--- src/rtl/i2c_slave_responder.sv ---
// I2C target with a small register bank: 7-bit address match, register
// pointer load, auto-incrementing writes and reads, open-drain SDA drive.
module i2c_slave_responder #(
    parameter logic [6:0]  SLAVE_ADDRESS          = 7'h68,
    parameter int unsigned DATA_WIDTH             = 8,
    parameter int unsigned REGISTER_ADDRESS_WIDTH = 8,
    parameter int unsigned MEM_DEPTH              = 16
) (
    input  logic                              pclk,
    input  logic                              areset_n,
    input  logic                              scl_i,
    input  logic                              sda_i,
    output logic                              sda_oe,
    output logic                              busy,
    output logic                              wr_valid,
    output logic [REGISTER_ADDRESS_WIDTH-1:0] wr_addr,
    output logic [DATA_WIDTH-1:0]             wr_data
);
    localparam int unsigned PTR_W = $clog2(MEM_DEPTH);

    typedef enum logic [3:0] {
        IDLE, DEV_ADDR, DEV_ACK, REG_ADDR, REG_ACK,
        WR_DATA, WR_ACK, RD_DATA, RD_ACK, IGNORE
    } state_t;

    state_t                 state, state_next;
    logic                   scl_s1, scl_s2, scl_d;
    logic                   sda_s1, sda_s2, sda_d;
    logic                   scl_rise, scl_fall, start_det, stop_det;
    logic [3:0]             cnt;
    logic [DATA_WIDTH-1:0]  shreg;
    logic [PTR_W-1:0]       ptr;
    logic [DATA_WIDTH-1:0]  bank [MEM_DEPTH];
    logic [DATA_WIDTH-1:0]  rd_byte, wr_byte;
    logic                   shift_en, cnt_clr, cnt_inc;
    logic                   ptr_load, ptr_inc, bank_we;
    logic                   oe_next, busy_next;

    // Synchronize the bus pins and keep one delayed copy for edge detection;
    // reset to the idle (released) bus level so no false edges appear.
    always_ff @(posedge pclk or negedge areset_n) begin
        if (!areset_n) begin
            {scl_s1, scl_s2, scl_d} <= '1;
            {sda_s1, sda_s2, sda_d} <= '1;
        end else begin
            scl_s1 <= scl_i;
            scl_s2 <= scl_s1;
            scl_d  <= scl_s2;
            sda_s1 <= sda_i;
            sda_s2 <= sda_s1;
            sda_d  <= sda_s2;
        end
    end

    // Bus events derived from the synchronized pin levels.
    always_comb begin
        scl_rise  = scl_s2 & ~scl_d;
        scl_fall  = ~scl_s2 & scl_d;
        start_det = scl_s2 & scl_d & sda_d & ~sda_s2;
        stop_det  = scl_s2 & scl_d & ~sda_d & sda_s2;
        rd_byte   = bank[ptr];
        wr_byte   = {shreg[DATA_WIDTH-2:0], sda_s2};
    end

    // State register.
    always_ff @(posedge pclk or negedge areset_n) begin
        if (!areset_n) state <= IDLE;
        else           state <= state_next;
    end

    // Next-state and datapath control; START/STOP override any state.
    always_comb begin
        state_next = state;
        shift_en   = 1'b0;
        cnt_clr    = 1'b0;
        cnt_inc    = 1'b0;
        ptr_load   = 1'b0;
        ptr_inc    = 1'b0;
        bank_we    = 1'b0;
        oe_next    = sda_oe;
        busy_next  = busy;
        if (start_det) begin
            state_next = DEV_ADDR;
            cnt_clr    = 1'b1;
            oe_next    = 1'b0;
        end else if (stop_det) begin
            state_next = IDLE;
            oe_next    = 1'b0;
            busy_next  = 1'b0;
        end else begin
            case (state)
                DEV_ADDR, REG_ADDR, WR_DATA: begin
                    if (scl_rise && cnt != 4'd8) begin
                        shift_en = 1'b1;
                        cnt_inc  = 1'b1;
                        if (state == WR_DATA && cnt == 4'd7) begin
                            bank_we = 1'b1;
                            ptr_inc = 1'b1;
                        end
                    end else if (scl_fall && cnt == 4'd8) begin
                        if (state == DEV_ADDR) begin
                            if (shreg[DATA_WIDTH-1:1] == SLAVE_ADDRESS) begin
                                state_next = DEV_ACK;
                                oe_next    = 1'b1;
                                busy_next  = 1'b1;
                            end else begin
                                state_next = IGNORE;
                                busy_next  = 1'b0;
                            end
                        end else if (state == REG_ADDR) begin
                            state_next = REG_ACK;
                            oe_next    = 1'b1;
                            ptr_load   = 1'b1;
                        end else begin
                            state_next = WR_ACK;
                            oe_next    = 1'b1;
                        end
                    end
                end
                DEV_ACK, REG_ACK, WR_ACK: begin
                    if (scl_fall) begin
                        cnt_clr = 1'b1;
                        oe_next = 1'b0;
                        if (state == DEV_ACK && shreg[0]) begin
                            // Read: the first data bit goes out on the same fall that ends ACK.
                            state_next = RD_DATA;
                            oe_next    = ~rd_byte[DATA_WIDTH-1];
                        end else if (state == DEV_ACK) begin
                            state_next = REG_ADDR;
                        end else begin
                            state_next = WR_DATA;
                        end
                    end
                end
                RD_DATA: begin
                    if (scl_rise) begin
                        cnt_inc = 1'b1;
                    end else if (scl_fall) begin
                        if (cnt == 4'd8) begin
                            state_next = RD_ACK;
                            oe_next    = 1'b0;
                            ptr_inc    = 1'b1;
                        end else begin
                            oe_next = ~rd_byte[3'd7 - cnt[2:0]];
                        end
                    end
                end
                RD_ACK: begin
                    if (scl_rise && sda_s2) begin
                        state_next = IGNORE;
                        busy_next  = 1'b0;
                    end else if (scl_fall) begin
                        state_next = RD_DATA;
                        cnt_clr    = 1'b1;
                        oe_next    = ~rd_byte[DATA_WIDTH-1];
                    end
                end
                default: ;
            endcase
        end
    end

    // Datapath registers: shifter, bit counter, pointer, bank and outputs.
    always_ff @(posedge pclk or negedge areset_n) begin
        if (!areset_n) begin
            cnt      <= '0;
            shreg    <= '0;
            ptr      <= '0;
            sda_oe   <= 1'b0;
            busy     <= 1'b0;
            wr_valid <= 1'b0;
            wr_addr  <= '0;
            wr_data  <= '0;
            for (int unsigned i = 0; i < MEM_DEPTH; i++) bank[i] <= '0;
        end else begin
            sda_oe   <= oe_next;
            busy     <= busy_next;
            wr_valid <= bank_we;
            if (shift_en) shreg <= wr_byte;
            if (cnt_clr)      cnt <= '0;
            else if (cnt_inc) cnt <= cnt + 4'd1;
            if (ptr_load)     ptr <= shreg[PTR_W-1:0];
            else if (ptr_inc) ptr <= ptr + PTR_W'(1);
            if (bank_we) begin
                bank[ptr] <= wr_byte;
                wr_addr   <= REGISTER_ADDRESS_WIDTH'(ptr);
                wr_data   <= wr_byte;
            end
        end
    end

endmodule

--- config.mk ---
export PLATFORM = sky130hd
export DESIGN_NAME = i2c_slave_responder
export DESIGN_NICKNAME = d
export VERILOG_FILES = /design/src/rtl/i2c_slave_responder.sv
export SDC_FILE = /design/constraint.sdc
export NUM_CORES = 1
export LEC_CHECK = 0
export BUFFER_PORTS_ARGS = -buffer_cell sky130_fd_sc_hd__buf_2
export CAP_MARGIN = 20
export CORE_UTILIZATION = 25
export DETAILED_ROUTE_END_ITERATION = 8
export HOLD_SLACK_MARGIN = 0.15
export PLACE_DENSITY = 0.42
export SYNTH_ARGS = -nofsm -noshare
export SYNTH_HDL_FRONTEND = slang
export SYNTH_SLANG_ARGS = --single-unit
export TNS_END_PERCENT = 30
--- constraint.sdc ---
create_clock -name pclk -period 4.4 [get_ports pclk]
set_input_delay 0.44 -clock pclk [delete_from_list [all_inputs] [get_ports pclk]]
set_output_delay 0.44 -clock pclk [all_outputs]
set_load 0.1 [all_outputs]
==> results of run 1 <==
[cells by family after synthesis]
| family | after synthesis | share of synthesized area |
|---|---|---|
| adders and majority gates | 6 | 0.009153 |
| DFF | 169 | 0.5166 |
| other | 1 | 0.0004572 |
| xor gates and xnor gates | 8 | 0.008543 |
| AOI/OAI and AO/OA | 51 | 0.04561 |
| and+or+nand+nor | 99 | 0.07887 |
| buffers and inverters | 50 | 0.03005 |
| muxes | 201 | 0.3108 |
[placed cells by master (no fill, tap or decap), types with 8 or more instances in the layout]
| cell | count |
|---|---|
| sky130_fd_sc_hd__inv_1 | 8 |
| sky130_fd_sc_hd__clkbuf_16 | 17 |
| sky130_fd_sc_hd__nor2_2 | 12 |
| sky130_fd_sc_hd__nand2_1 | 11 |
| sky130_fd_sc_hd__dfrtp_1 | 162 |
| sky130_fd_sc_hd__nand3_1 | 10 |
| sky130_fd_sc_hd__mux2i_1 | 27 |
| sky130_fd_sc_hd__nor2_1 | 17 |
| sky130_fd_sc_hd__mux4_1 | 16 |
| sky130_fd_sc_hd__a21oi_1 | 12 |
| sky130_fd_sc_hd__buf_2 | 17 |
| sky130_fd_sc_hd__mux2_2 | 151 |
[worst register-to-register path: cells and delay by family (launching register included)]
| kind | cells | cell delay (ns) |
|---|---|---|
| AOI/OAI and AO/OA | 2 | 0.53 |
| and+or+nand+nor | 1 | 0.07 |
| DFF | 1 | 0.91 |
| buffers and inverters | 1 | 0.46 |
| muxes | 3 | 0.96 |
[power by group through the flow]
stage | sequential, mW | combinational, mW | clock (mW)
6_report | 1.95 | 0.434 | 1.41
4_1_cts | 1.95 | 0.440 | 1.46
3_3_place_gp | 1.97 | 0.435 | 0
5_1_grt | 1.97 | 0.479 | 1.52
2_1_floorplan | 1.72 | 0.474 | 0
3_5_place_dp | 1.97 | 0.434 | 0
[how the worst max path moves through the flow]
stage	startpoint	end	slack [ns]	depth (start not counted)
floorplan	scl_s2	bank[32]	2.25	5
global placement	ptr[0]	sda_oe	1.38	7
detailed placement	ptr[0]	sda_oe	1.36	7
CTS	ptr[0]	sda_oe	1.35	7
global route	ptr[0]	sda_oe	1.19	7
finish	ptr[0]	sda_oe	1.38	7
[registers in the layout, indices dropped and copies added (netlist names)]
name and count:
bank 128, shreg 8, wr_data 8, cnt 4, ptr 4, state 4
wr_addr 4, busy 1, scl_d 1, scl_s1 1, scl_s2 1, sda_d 1
sda_oe 1, sda_s1 1, sda_s2 1, wr_valid 1
[cell type report]
class | count | area [sq um]
Clock buffer | 21 | 450.4
Clock inverter | 10 | 96.34
Fill cell | 3258 | 22600
Inverter | 8 | 30.03
Multi-Input combinational cell | 369 | 3730
Sequential cell | 169 | 4238
Tap cell | 435 | 544.3
Timing Repair Buffer | 28 | 191.4
[metrics by stage]
step | area (sq um) | total power [mW] | hold WS (ns)
global route | 9280 | 3.970 | 0.3611
floorplan | 8213 | 2.195 | 0.1444
CTS | 9280 | 3.847 | 0.3603
global placement | 8703 | 2.404 | 0.3501
detailed placement | 8703 | 2.408 | 0.3470
finish | 9280 | 3.800 | 0.3594
[layer usage]
metal,GRT usage,vias to the layer above
li1,-,2167
met5,0,-
met3,0.02442,27
met1,0.1847,2608
met4,0.04500,0
met2,0.1979,79
==> out/metrics.sh, run 1 <==
OUTCOME='finished clean'
CORE_AREA_SQ_UM=31880
FLOORPLAN.DIE_AREA_SQ_UM=33530
CLKPWRFRAC=0.372
LAYOUT_MIN_CYCLE_TIME_NS=3.022
YS_SEQ_ELEMENTS=169
DP.CELLS=1006
FP-ROW-COUNT=65
FMAX_ACHIEVED_GHz=0.3309
FLOORPLAN.INITIALDENSITY=0.2573
SYNTH_AREA_LEADERS='sky130_fd_sc_hd__dfrtp_1, sky130_fd_sc_hd__mux2_2, sky130_fd_sc_hd__mux4_1, sky130_fd_sc_hd__mux2i_1, sky130_fd_sc_hd__dfstp_2'
CRIT_PATH_FREQUENT_CELL='sky130_fd_sc_hd__mux2i_1'
FP.DIEW_UM=183.1
SYNTH-EDFF-COUNT=0
P_INT_mW=2.598
CLOCK-ROOT-BUFFER='sky130_fd_sc_hd__clkbuf_16'
CLKSLEWWORSTSETUPHOLDPATHS_NS=0.06
DRT-MET1-WL_UM=10250
DIE_Y_UM=183.1
CRITPATHBUFINV=1
SYNTHCELLS=585
DRT_PRE_ANTENNA_ITERS=4
CRITICAL_PATH.ENDPOINT_TYPE='register'
DRIVE_GT1_FRAC=0.4050
HOLD_PATH_CLASS='reg2reg'
GRT_START_MAX_NET_PINS=95
LAYOUT_SETUP_WS_NS=1.378
FIN_SETUP_TNS_NS=0
DETAILROUTE.WIRELENGTH.MET2_UM=9365
SYN_TO_FINAL_GROWTH_PCT=13.15
TOTAL_WIRELENGTH_UM=20550
GRTUSAGETOTAL=0.1302
MIN_DELAY_PATH_DEPTH=0
CTS_SINKS=169
POWER_LEAKAGE_nW=4.203
NUM_IO_PINS=23
SYNTHESIS.AREA_SQ_UM=8202
R2R.WORST_PATH.CELLS=7
GRT_OVERFLOW=0
DRTANTENNAVIOLNETS=0
RSZ0062_AT_GRT='no'
CLOCKBUFFERDEPTH=2
SYNTH_LARGEST_TYPE_AREA_FRACTION=0.4973
GRT_FIRST_PASS_WIRELENGTH_UM=32540
DRV_SLEW=0
POST-DP-HPWL_UM=13560
TIMING.HOLD.WORST_ENDPOINT='scl_s2'
WORST-SETUP-PATH-TYPE='reg2reg'
SYNTH_TOP_FLOP_CELL='sky130_fd_sc_hd__dfrtp_1'
CRIT_PATH_START_KIND='register'
SYNTHMOSTINSTANTIATEDCELL='sky130_fd_sc_hd__dfrtp_1'
WORST_PATH_MAX_DELAY_CELL='sky130_fd_sc_hd__dfrtp_1'
MET3WIRELENGTH_UM=518
YOSYS_WARNINGS=0
P_SW_mW=1.202
FF2FF_SETUP_SLACK_NS=1.38
POWER_PER_CELL_AREA_nW_PER_UM2=409.5
PLACE.PORT_BUFFERS=18
CTS_INSERTED_BUFFERS=17
DP_SLACK_NS=1.359
WORSTPATHARRIVAL_NS=3.34
TOP_DELAY_FAMILY_ON_CRIT_PATH='multiplexers'
YS_TOP_CELLS_BY_COUNT='sky130_fd_sc_hd__dfrtp_1, sky130_fd_sc_hd__mux2_2, sky130_fd_sc_hd__mux2i_1'
RR_ENDPOINT='sda_oe'
DESIGN.FINAL.NETS=603
CLOCK-SKEW-FINAL_NS=0.008940
POST_DRT_VIA_CELL_RATIO=4.693
CTS_SETUP_BUFFERS=0
DETAILEDROUTE.FIRSTITERATIONVIOLATIONS=305
CTSRESIZECOUNT=0
SLEW-LIMIT-HEADROOM=0.2981
MAX-CAP-VIOLATIONS=0
POST_LAYOUT_NONFILLER_INSTANCES=1040
PROPORTION_OF_TOTAL_POWER_DUE_TO_NET_SWITCHING=0.3164
AREA_LEADER_NETLIST='sky130_fd_sc_hd__dfrtp_1'
SYNTH_SEQ_AREA_SHARE=0.5166
P_SEQ_FRAC=0.514
GRT_ANTENNA_BEFORE_REPAIR=0
CLOCK_LATENCY_LATE_SINK_NS=0.42
TIMING.FINAL.HOLD_VIOLATIONS=0
ROUTE.DETAILED.DRC=0
ROUTED.TOP_LAYER='met4'
CRIT_REQUIRED_NS=4.72
CRIT_PATH_CELL_TRACE='buf_4, mux4_1, mux2i_1, mux2i_1, a221oi_2, nor3_1, o311ai_1'
GRT_PASS1_VIAS=5176
POWER_FRAC_COMB=0.114
FIN_CRIT_SH=0.6868
GP_CONGESTION=0.7696
CTS_MAX_LEVEL=4
ANTENNA_DIODE_COUNT=0
FINAL_CORE_UTIL=0.2911
WORST_IR_DROP_VDD_uV=227.9
SYNTH-ASYNC-RESET-RATIO=1.000
CRITICAL_PATH.MAX_STAGE_DELAY_NS=0.91
CTS-HOLD-FIX-BUFFERS=3
R2R_START='ptr[0]'
SYNTH_CELL_TYPE_COUNT=64
TRITONCTS='yes'
SYN_AVG_CELL_AREA_SQ_UM=14.02
VIA_COUNT=4881
WL_PER_CELL_UM=19.75
FINAL-SETUP-VIOL-COUNT=0
TIMING_WORST_SLEW_PIN_VALUE_NS=1.053
WORSTHOLDSTART='scl_s1'
HIGHEST_FANOUT_SEEN_ON_THE_CRITICAL_PATH=20
Power figures use the tool's default switching activity.
==> run 2, diff against run 1 <==
--- a/config.mk
+++ b/config.mk
@@ -10,7 +10,7 @@
 export CORE_UTILIZATION = 25
 export DETAILED_ROUTE_END_ITERATION = 8
 export HOLD_SLACK_MARGIN = 0.15
-export PLACE_DENSITY = 0.42
+export PLACE_DENSITY = 0.43
 export SYNTH_ARGS = -nofsm -noshare
 export SYNTH_HDL_FRONTEND = slang
 export SYNTH_SLANG_ARGS = --single-unit
==> constraint.sdc (replaced) <==
create_clock -name pclk -period 2.5 [get_ports pclk]
set_input_delay 0.25 -clock pclk [delete_from_list [all_inputs] [get_ports pclk]]
set_output_delay 0.25 -clock pclk [all_outputs]
set_load 0.1 [all_outputs]
==> run 2 against run 1 <==
Against the previous run:
- cell count up 4.2%
- clock skew increased by 0.0051 ns
- sequential share of layout area down 1.9 points
- die area unchanged
- worst setup slack worse by 1.2 ns
- combinational power rose to 3.0 times the previous value
- register-to-register slack lost 1.2 ns
- total power increased by 85%
- clock power up 92%
- core utilization up 1.3 points
- critical path depth unchanged
- flip-flop and latch count is the same
- critical path type unchanged
- critical endpoint unchanged
==> out/metrics.sh, run 2 (synthesis gave the netlist of run 1 again) <==
CLOCK-SKEW-FINAL_NS=0.01408  # +0.005137 ns
PROPORTION_OF_TOTAL_POWER_DUE_TO_NET_SWITCHING=0.3113  # -0.005071
FLOORPLAN.DIE_AREA_SQ_UM=33530  # unchanged
VIA_COUNT=4973  # +1.9%
N_FILL_CELL=3235  # -0.71%
P_SW_mW=2.194  # +83%
GP_CONGESTION=0.8208  # +6.7%
R2R_START='ptr[0]'
CRITPATHBUFINV=1  # unchanged
CRIT_PATH_START_KIND='register'
LARGEST_REGISTER_FF_COUNT=128  # unchanged
GRT_ANTENNA_BEFORE_REPAIR=0  # unchanged
GRTUSAGETOTAL=0.1313  # +0.001107
FMAX_ACHIEVED_GHz=0.4289  # +30%
CORE_AREA_SQ_UM=31880  # unchanged
CRITICAL_PATH.MAX_STAGE_DELAY_NS=0.59  # -0.32 ns
MIN_DELAY_PATH_DEPTH=0  # unchanged
LAYOUT.CELLS.MOST_COMMON='sky130_fd_sc_hd__dfrtp_1'
TOP_DELAY_FAMILY_ON_CRIT_PATH='compound AO/OA/AOI/OAI gates'
P_SEQ_FRAC=0.432  # -0.082
WORST_IR_DROP_VDD_uV=360.8  # +58%
SYN_TO_FINAL_GROWTH_PCT=18.32
LAYOUT_COMMON_CELLS='sky130_fd_sc_hd__dfrtp_1, sky130_fd_sc_hd__mux2_2, sky130_fd_sc_hd__buf_4'
WORSTHOLDSTART='sda_s1'
CLKSLEWWORSTSETUPHOLDPATHS_NS=0.07  # about the same
CRITICAL_PATH.ENDPOINT_TYPE='register'
FP-ROW-COUNT=65  # unchanged
DETAILEDROUTE.FIRSTITERATIONVIOLATIONS=308  # +0.98%
TOP_REGISTERS='bank (128), shreg (8), wr_data (8)'
CTS_INSERTED_BUFFERS=17  # unchanged
SEQUENTIAL_CELL_AREA_SQ_UM=4244  # +0.15%
FIN_WORST_HOLD_SLACK_NS=0.3597  # +0.0002990 ns
POWER_FRAC_COMB=0.183  # +0.069
WORSTPATHARRIVAL_NS=2.64  # -0.70 ns
R2R.WORST_PATH.CELLS=7  # unchanged
FP.DIEW_UM=183.1  # unchanged
POWER_LEAKAGE_nW=4.461  # +6.1%
POST-DP-HPWL_UM=14290  # +5.4%
DRTANTENNAVIOLNETS=0  # unchanged
PLACE.PORT_BUFFERS=18  # unchanged
HIGHEST_FANOUT_SEEN_ON_THE_CRITICAL_PATH=6  # -70%
CLOCKBUFFERDEPTH=2  # unchanged
TOTAL_WIRELENGTH_UM=20800  # +1.2%
P_INT_mW=4.854  # +87%
CRIT_PATH_START='ptr[0]'
FINAL-SETUP-VIOL-COUNT=0  # unchanged
CRIT_CELLS=7  # unchanged
GRT_FIRST_PASS_WIRELENGTH_UM=33150  # +1.9%
FIN_SETUP_TNS_NS=0  # unchanged
HOLD_PATH_CLASS='reg2reg'
NUM_IO_PINS=23  # unchanged
DRT_PRE_ANTENNA_ITERS=4  # unchanged
CTS_SINKS=169  # unchanged
LARGEST_REGISTER='bank'
FLOORPLAN.INITIALDENSITY=0.2573  # unchanged
CLOCK_LATENCY_LATE_SINK_NS=0.42  # about the same
MULTI_INPUT_COMB_AREA_SQ_UM=3730  # unchanged
LAYOUT_MIN_CYCLE_TIME_NS=2.332  # -0.6902 ns
ANTENNA_DIODE_COUNT=0  # unchanged
DRV_SLEW=0  # unchanged
MAX-CAP-VIOLATIONS=0  # unchanged
OUTCOME='finished clean'
GRT_PASS1_VIAS=5331  # +3.0%
WORST_PATH_MAX_DELAY_CELL='sky130_fd_sc_hd__mux4_1'
WL_PER_CELL_UM=19.18  # -2.9%
GRT_START_MAX_NET_PINS=68  # -28%
CLKPWRFRAC=0.385  # +0.013
POST_DRT_VIA_CELL_RATIO=4.588  # -2.3%
DESIGN.FINAL.NETS=646  # +7.1%
DIE_Y_UM=183.1  # unchanged
TRITONCTS='yes'
CLOCK-ROOT-BUFFER='sky130_fd_sc_hd__clkbuf_16'
LAYOUT_SETUP_WS_NS=0.1683  # -1.210 ns
RSZ0062_AT_GRT='no'
TIMING_WORST_SLEW_PIN_VALUE_NS=0.6550  # -0.3978 ns
CRIT_PATH_CELL_TRACE='buf_4, mux4_1, or3_1, o21ai_0, a2111oi_0, a2111o_1, o311ai_1'
CRIT_REQUIRED_NS=2.81  # -1.91 ns
DP_SLACK_NS=0.06137  # -1.298 ns
TIMING.FINAL.HOLD_VIOLATIONS=0  # unchanged
DRIVE_GT1_FRAC=0.4499  # +0.04496
CTS_MAX_LEVEL=4  # unchanged
WORST-SETUP-PATH-TYPE='reg2reg'
GRT_OVERFLOW=0  # unchanged
SLEW-LIMIT-HEADROOM=0.5596  # +0.2615
POWER_PER_CELL_AREA_nW_PER_UM2=726.3  # +77%
ROUTE.DETAILED.DRC=0  # unchanged
FIN_CRIT_SH=0.9327  # +0.2459
[run 2: changes by cell type in the layout (fill, tap and decap cells not counted), moves of 2 or more]
cell | before | now
sky130_fd_sc_hd__clkbuf_8 | 1 | 3
sky130_fd_sc_hd__clkbuf_1 | 3 | 1
sky130_fd_sc_hd__buf_12 | 1 | 4
sky130_fd_sc_hd__dfrtp_4 | 0 | 2
sky130_fd_sc_hd__inv_6 | 2 | 4
sky130_fd_sc_hd__buf_4 | 6 | 46
sky130_fd_sc_hd__clkinv_2 | 2 | 0
[run 2: path summary, 6_finish.rpt]
kind                             to  slack [ns]
min in group asynchronous  state[1]        0.43
setup / recovery             sda_oe        0.17
max in group asynchronous  bank[81]        1.25
setup reg to reg             sda_oe        0.17
hold reg to reg              sda_s2        0.36
hold / removal               sda_s2        0.36
[run 2: final cells by class]
class                   instances  area share
repair buffers                 71     0.05686
flip-flops and latches        169      0.4373
well taps                     435     0.05609
clock buffers                  21     0.04848
clock inverters                11     0.01380
multi-input cells             369      0.3843
inverters                       8    0.003094
[run 2: per-stage QoR]
stage	cells	area [sq um]	power, mW	util
floorplan	588	8213	3.864	-
global placement	1047	9050	4.389	0.2839
detailed placement	1047	9050	4.395	0.2839
CTS	1082	9684	7.147	0.3038
global route	1084	9704	7.380	0.3044
finish	1084	9704	7.049	0.3044
[run 2: power by group through the flow]
| stage | clock, mW | combinational (mW) | sequential [mW] |
|---|---|---|---|
| 2_1_floorplan | 0 | 0.834 | 3.03 |
| 3_3_place_gp | 0 | 1.30 | 3.09 |
| 3_5_place_dp | 0 | 1.31 | 3.09 |
| 4_1_cts | 2.79 | 1.31 | 3.04 |
| 5_1_grt | 2.90 | 1.42 | 3.07 |
| 6_report | 2.71 | 1.29 | 3.04 |
[run 2: worst register-to-register path, cell delays in order (launching register included)]
cell and delay [ns]:
sky130_fd_sc_hd__dfrtp_4 0.49, sky130_fd_sc_hd__buf_4 0.15, sky130_fd_sc_hd__mux4_1 0.59, sky130_fd_sc_hd__or3_1 0.32, sky130_fd_sc_hd__o21ai_0 0.12, sky130_fd_sc_hd__a2111oi_0 0.14
sky130_fd_sc_hd__a2111o_1 0.33, sky130_fd_sc_hd__o311ai_1 0.08
[run 2: timing repair]
item	4_1_cts	5_1_grt
endpoints found under the setup margin	0	1
hold buffers	3	0
resized for setup	0	2
setup buffers	0	2
hold endpoints to repair	61	0
[run 2: routing by layer]
layer,wire [um],track usage
met1,10390,0.1891
met2,9702,0.2043
met3,557,0.02462
met4,150,0.02767
met5,0,0
